--- src/rtl/vga_timing_pkg.sv ---
// Shared 640x480@60 timing constants and the coordinate type for the VGA timing slice.
package vga_timing_pkg;
    localparam int COORD_W   = 10;
    localparam int H_DISPLAY = 640;
    localparam int H_FRONT   = 16;
    localparam int H_SYNC    = 96;
    localparam int H_BACK    = 48;
    localparam int V_DISPLAY = 480;
    localparam int V_FRONT   = 10;
    localparam int V_SYNC    = 2;
    localparam int V_BACK    = 33;
    localparam int H_TOTAL   = H_DISPLAY + H_FRONT + H_SYNC + H_BACK;
    localparam int V_TOTAL   = V_DISPLAY + V_FRONT + V_SYNC + V_BACK;

    typedef logic [COORD_W-1:0] coord_t;
endpackage

--- src/rtl/vga_axis_counter.sv ---
// One raster axis: wrapping position counter plus sync/visible flags registered
// from the next count so they line up with the count itself.
module vga_axis_counter
    import vga_timing_pkg::*;
#(
    parameter int DISPLAY     = 640,
    parameter int FRONT       = 16,
    parameter int SYNC        = 96,
    parameter int BACK        = 48,
    parameter bit SYNC_ACTIVE = 1'b0
) (
    input  logic   clock,
    input  logic   reset,
    input  logic   enable,
    output coord_t count,
    output logic   termCount,
    output logic   syncOut,
    output logic   visible
);
    localparam int     TOTAL      = DISPLAY + FRONT + SYNC + BACK;
    localparam coord_t LAST       = coord_t'(TOTAL - 1);
    localparam coord_t VIS_END    = coord_t'(DISPLAY);
    localparam coord_t SYNC_FIRST = coord_t'(DISPLAY + FRONT);
    localparam coord_t SYNC_LAST  = coord_t'(DISPLAY + FRONT + SYNC - 1);

    coord_t countNext;

    assign termCount = (count == LAST);

    always_comb begin
        countNext = count;
        if (enable) countNext = termCount ? '0 : count + 1'b1;
    end

    // Reset parks on the last position so the first enable lands on 0.
    always_ff @(posedge clock or negedge reset) begin
        if (!reset) begin
            count   <= LAST;
            syncOut <= ~SYNC_ACTIVE;
            visible <= 1'b0;
        end else begin
            count   <= countNext;
            visible <= (countNext < VIS_END);
            syncOut <= ((countNext >= SYNC_FIRST) && (countNext <= SYNC_LAST)) ?
                       SYNC_ACTIVE : ~SYNC_ACTIVE;
        end
    end
endmodule

--- src/rtl/vga_timing_gen.sv ---
// VGA pixel-timing generator: clock divider to pixel rate, H/V raster counters,
// sync, active-video and line/frame start pulses, all aligned to pixelX/pixelY.
module vga_timing_gen
    import vga_timing_pkg::*;
#(
    parameter int H_DISPLAY   = vga_timing_pkg::H_DISPLAY,
    parameter int H_FRONT     = vga_timing_pkg::H_FRONT,
    parameter int H_SYNC      = vga_timing_pkg::H_SYNC,
    parameter int H_BACK      = vga_timing_pkg::H_BACK,
    parameter int V_DISPLAY   = vga_timing_pkg::V_DISPLAY,
    parameter int V_FRONT     = vga_timing_pkg::V_FRONT,
    parameter int V_SYNC      = vga_timing_pkg::V_SYNC,
    parameter int V_BACK      = vga_timing_pkg::V_BACK,
    parameter int TICK_DIV    = 4,
    parameter bit SYNC_ACTIVE = 1'b0
) (
    input  logic   clock,
    input  logic   reset,
    output logic   pTick,
    output logic   hSync,
    output logic   vSync,
    output logic   videoON,
    output coord_t pixelX,
    output coord_t pixelY,
    output logic   lineStart,
    output logic   frameStart
);
    localparam int H_TOT = H_DISPLAY + H_FRONT + H_SYNC + H_BACK;
    localparam int V_TOT = V_DISPLAY + V_FRONT + V_SYNC + V_BACK;
    localparam int DIV_W = (TICK_DIV > 1) ? $clog2(TICK_DIV) : 1;

    if (H_TOT > 1024 || V_TOT > 1024 || TICK_DIV < 1) begin : gBadParams
        $error("vga_timing_gen: raster exceeds 1024 or TICK_DIV < 1");
    end

    logic [DIV_W-1:0] divCnt;
    logic             hTc, vTc, hVisible, vVisible;

    // With TICK_DIV=1 the divider sits at 0 and pTick is permanently high.
    assign pTick = (divCnt == DIV_W'(TICK_DIV - 1));

    always_ff @(posedge clock or negedge reset) begin
        if (!reset) divCnt <= '0;
        else        divCnt <= pTick ? '0 : divCnt + 1'b1;
    end

    vga_axis_counter #(
        .DISPLAY(H_DISPLAY), .FRONT(H_FRONT), .SYNC(H_SYNC), .BACK(H_BACK),
        .SYNC_ACTIVE(SYNC_ACTIVE)
    ) uHoriz (
        .clock(clock), .reset(reset), .enable(pTick),
        .count(pixelX), .termCount(hTc), .syncOut(hSync), .visible(hVisible)
    );

    vga_axis_counter #(
        .DISPLAY(V_DISPLAY), .FRONT(V_FRONT), .SYNC(V_SYNC), .BACK(V_BACK),
        .SYNC_ACTIVE(SYNC_ACTIVE)
    ) uVert (
        .clock(clock), .reset(reset), .enable(pTick && hTc),
        .count(pixelY), .termCount(vTc), .syncOut(vSync), .visible(vVisible)
    );

    // Both flags are registers updated on the same edge as the counters.
    assign videoON = hVisible && vVisible;

    // Pulses last only the first clock of the new pixel, not all TICK_DIV clocks.
    always_ff @(posedge clock or negedge reset) begin
        if (!reset) begin
            lineStart  <= 1'b0;
            frameStart <= 1'b0;
        end else begin
            lineStart  <= pTick && hTc;
            frameStart <= pTick && hTc && vTc;
        end
    end
endmodule

--- config.mk ---
export PLATFORM = sky130hd
export DESIGN_NAME = vga_timing_gen
export DESIGN_NICKNAME = d
export VERILOG_FILES = /design/src/rtl/vga_timing_pkg.sv /design/src/rtl/vga_axis_counter.sv /design/src/rtl/vga_timing_gen.sv
export SDC_FILE = /design/constraint.sdc
export NUM_CORES = 1
export LEC_CHECK = 0
export CAP_MARGIN = 5
export CORE_ASPECT_RATIO = 1.5
export CORE_UTILIZATION = 55
export DETAILED_ROUTE_END_ITERATION = 8
export DONT_BUFFER_PORTS = 1
export HOLD_SLACK_MARGIN = 0.02
export MAX_ROUTING_LAYER = met4
export PLACE_DENSITY_LB_ADDON = 0.15
export SYNTH_ARGS = -nofsm -noshare
export SYNTH_HDL_FRONTEND = slang
export SYNTH_SLANG_ARGS = --single-unit
--- constraint.sdc ---
create_clock -name clock -period 3.1 [get_ports clock]
set_input_delay 0.62 -clock clock [delete_from_list [all_inputs] [get_ports clock]]
set_output_delay 0.62 -clock clock [all_outputs]
set_load 0.005 [all_outputs]
==> flow_summary.ini <==
[critical_path]
critPathCaptureType = flip-flop
crit_type = flip-flop to flip-flop
critPathSlowestCell = or4_1
cp_slowest_stage_delay_ns = 0.82
arrival_ns = 2.97
worstSetupStartpoint = uHoriz.count[8]
cp.required_ns = 3.31
startpoint_type = flip-flop
cp_max_fo = 15
r2r_start = uHoriz.count[8]
cp_cell_sequence = or4b_4 -> or4_1 -> clkinv_4 -> a21oi_1 -> o211ai_1 -> o311a_1

[pwr]
pwr_density_cell_nw_per_um2 = 345
finalPower_mw = 0.569
ir_drop_mv = 0.224
p_leak_nw = 0.634

[synthesis]
synthArstFlopShare_pct = 100
synthMuxAreaShare_pct = 0.629
synthCells = 161
synthTopCellsByCount = dfrtp_1, dfstp_2, nand2_1
yosysWarnings = 0
synth_top_family_by_area = simple AND/OR/NAND/NOR gates
synth_ff_type = dfrtp_1
yosysMostFrequentCell = dfrtp_1
ys_top_cells_by_area = dfrtp_1, dfstp_2, xnor2_1
synth.cell_area_um2 = 1590
syn-num-nets = 167
synth_compound_area_share_pct = 16.4
yosysTopAreaCell = dfrtp_1
synth.avg_cell_area_um2 = 9.89
synth_edf_count = 0
yosysSeqAreaShare_pct = 45.0
ys_seq_elements = 28
synth-simple-area-share_pct = 23.7
synthAdderAreaFrac_pct = 3.14
synth_xor_area_share_pct = 6.05
synth_top_cell_area_share_pct = 25.2
synth_cell_type_count = 49

[global_route]
grt_pass1_vias = 1172
gr-usage-met2_pct = 41.5
met1_usage_pct = 24.7
track_usage_pct = 23.8
grt_busiest_layer = met2
overflow = 0
grt_max_degree = 29
antenna_found_initial = 0
grt_use_met3_pct = 4.22
grt_pass1_wl_um = 5240

[sta]
finalClockSkew_ns = 0.00834
hold_ws_ns = 0.181
max_freq_mhz = 362
finalHoldViolCount = 0
period_needed_ns = 2.76
setup_ws_ns = 0.338
rsz0062_at_grt = false
drv_slew = 0
finalCritPeriodShare_pct = 89.1
tightest_slew_ns = 0.750
setup_violations = 0
slew_headroom_pct = 49.9
fin_tns_setup_ns = 0

[clocking]
cts.repair.resized = 0
cts-buffers-inserted = 3
h-tree-depth = 1
clk_path_buf_depth = 2
postCtsHoldBufs = 0
cts_tree = yes
clockRootBuffer = clkbuf_8
clkSinkCount = 28
clkTransAtPathRegs_ns = 0.10
clk_latency_ns = 0.27
postCtsSetupBuffers = 0

[final_layout]
fin_util_pct = 61.0
drive_gt1_share_pct = 13.9
final_cells = 195
final_cell_area_um2 = 1650
area_growth_pct = 3.69
diodes = 0
nNetsFinal = 165

[hold_path]
min-delay-path-class = input port to asynchronous set/reset pin

[drt]
drcViolationCount = 0
dr_total_vias = 1270
ant_nets = 0
routed_wl_um = 3400
vias_per_cell = 6.51
drt_pass1_iterations = 4
drt_iter0_markers = 54
wl_per_cell_um = 17.4

[floorplan]
design.die.area_um2 = 3120
fp.dieW_um = 45.9
fp.dieH_um = 67.9
core_area_um2 = 2710
rows = 23
ios = 28
start_util_pct = 58.8

[placed_design]
dp_hpwl_um = 2390
gp_congestion = 0.900
place_area_um2 = 1600
post-place-cells = 190
dp_slack_ns = 0.376
numPortBuffers = 0

[run_status]
status = finished clean

[flow_run]
drv_cap = 0
power breakdown:
group	leakage (nW)	switching [mW]	internal, mW
logic	0.278	0.00405	0.000849
clock network	0.0228	0.107	0.0919
registers	0.334	0	0.366
total	0.634	0.111	0.459
final timing paths:
path / endpoint / slack (ns) / cells after the start
hold / removal: uHoriz.syncOut / 0.18 / 0
setup / recovery: uVert.visible / 0.34 / 6
max in group asynchronous: divCnt[1] / 1.77 / 1
setup reg to reg: uVert.visible / 0.34 / 6
hold reg to reg: divCnt[0] / 0.43 / 1
min in group clock: divCnt[0] / 0.43 / 1
final cells by class:
type / count / area (µm²)
fillers: 256 / 1050
flip-flops and latches: 28 / 716
multi-input cells: 117 / 795
well taps: 37 / 46.3
repair buffers: 2 / 17.5
clock buffers: 4 / 45.0
inverters: 7 / 31.3
logic make-up after synthesis:
family / after synthesis
and+or+nand+nor: 64
muxes: 1
buffers and inverters: 16
DFF: 28
adders and majority gates: 4
xor gates and xnor gates: 11
AOI/OAI and AO/OA: 37
sequential cells by signal, indices dropped and copies added (netlist names):
register        cells
divCnt              2
frameStart          1
lineStart           1
uHoriz.count       10
uHoriz.syncOut      1
uHoriz.visible      1
uVert.count        10
uVert.syncOut       1
uVert.visible       1
worst max-delay path, delay by kind of cell (launching register included):
family | cells | cell delay (ns)
AO/OA/AOI/OAI | 3 | 0.51
AND/OR/NAND/NOR | 2 | 1.32
buffers and inverters | 1 | 0.22
flip-flops | 1 | 0.65
per-layer routing:
metal  routed length (µm)  up-vias
li1                     -      597
met5                    0        -
met2                 1820       43
met4                   69        0
met3                  188        8
met1                 1320      622
cell usage in the layout (no fill, tap or decap), drive strengths merged, types with 6 or more instances in the layout:
master / instances
nand4: 7
xnor2: 7
o31ai: 8
inv: 6
o21ai: 9
dfstp: 12
nand3: 10
dfrtp: 16
nor2: 8
nand2: 12
No activity file was read; power rests on OpenSTA's default activity.
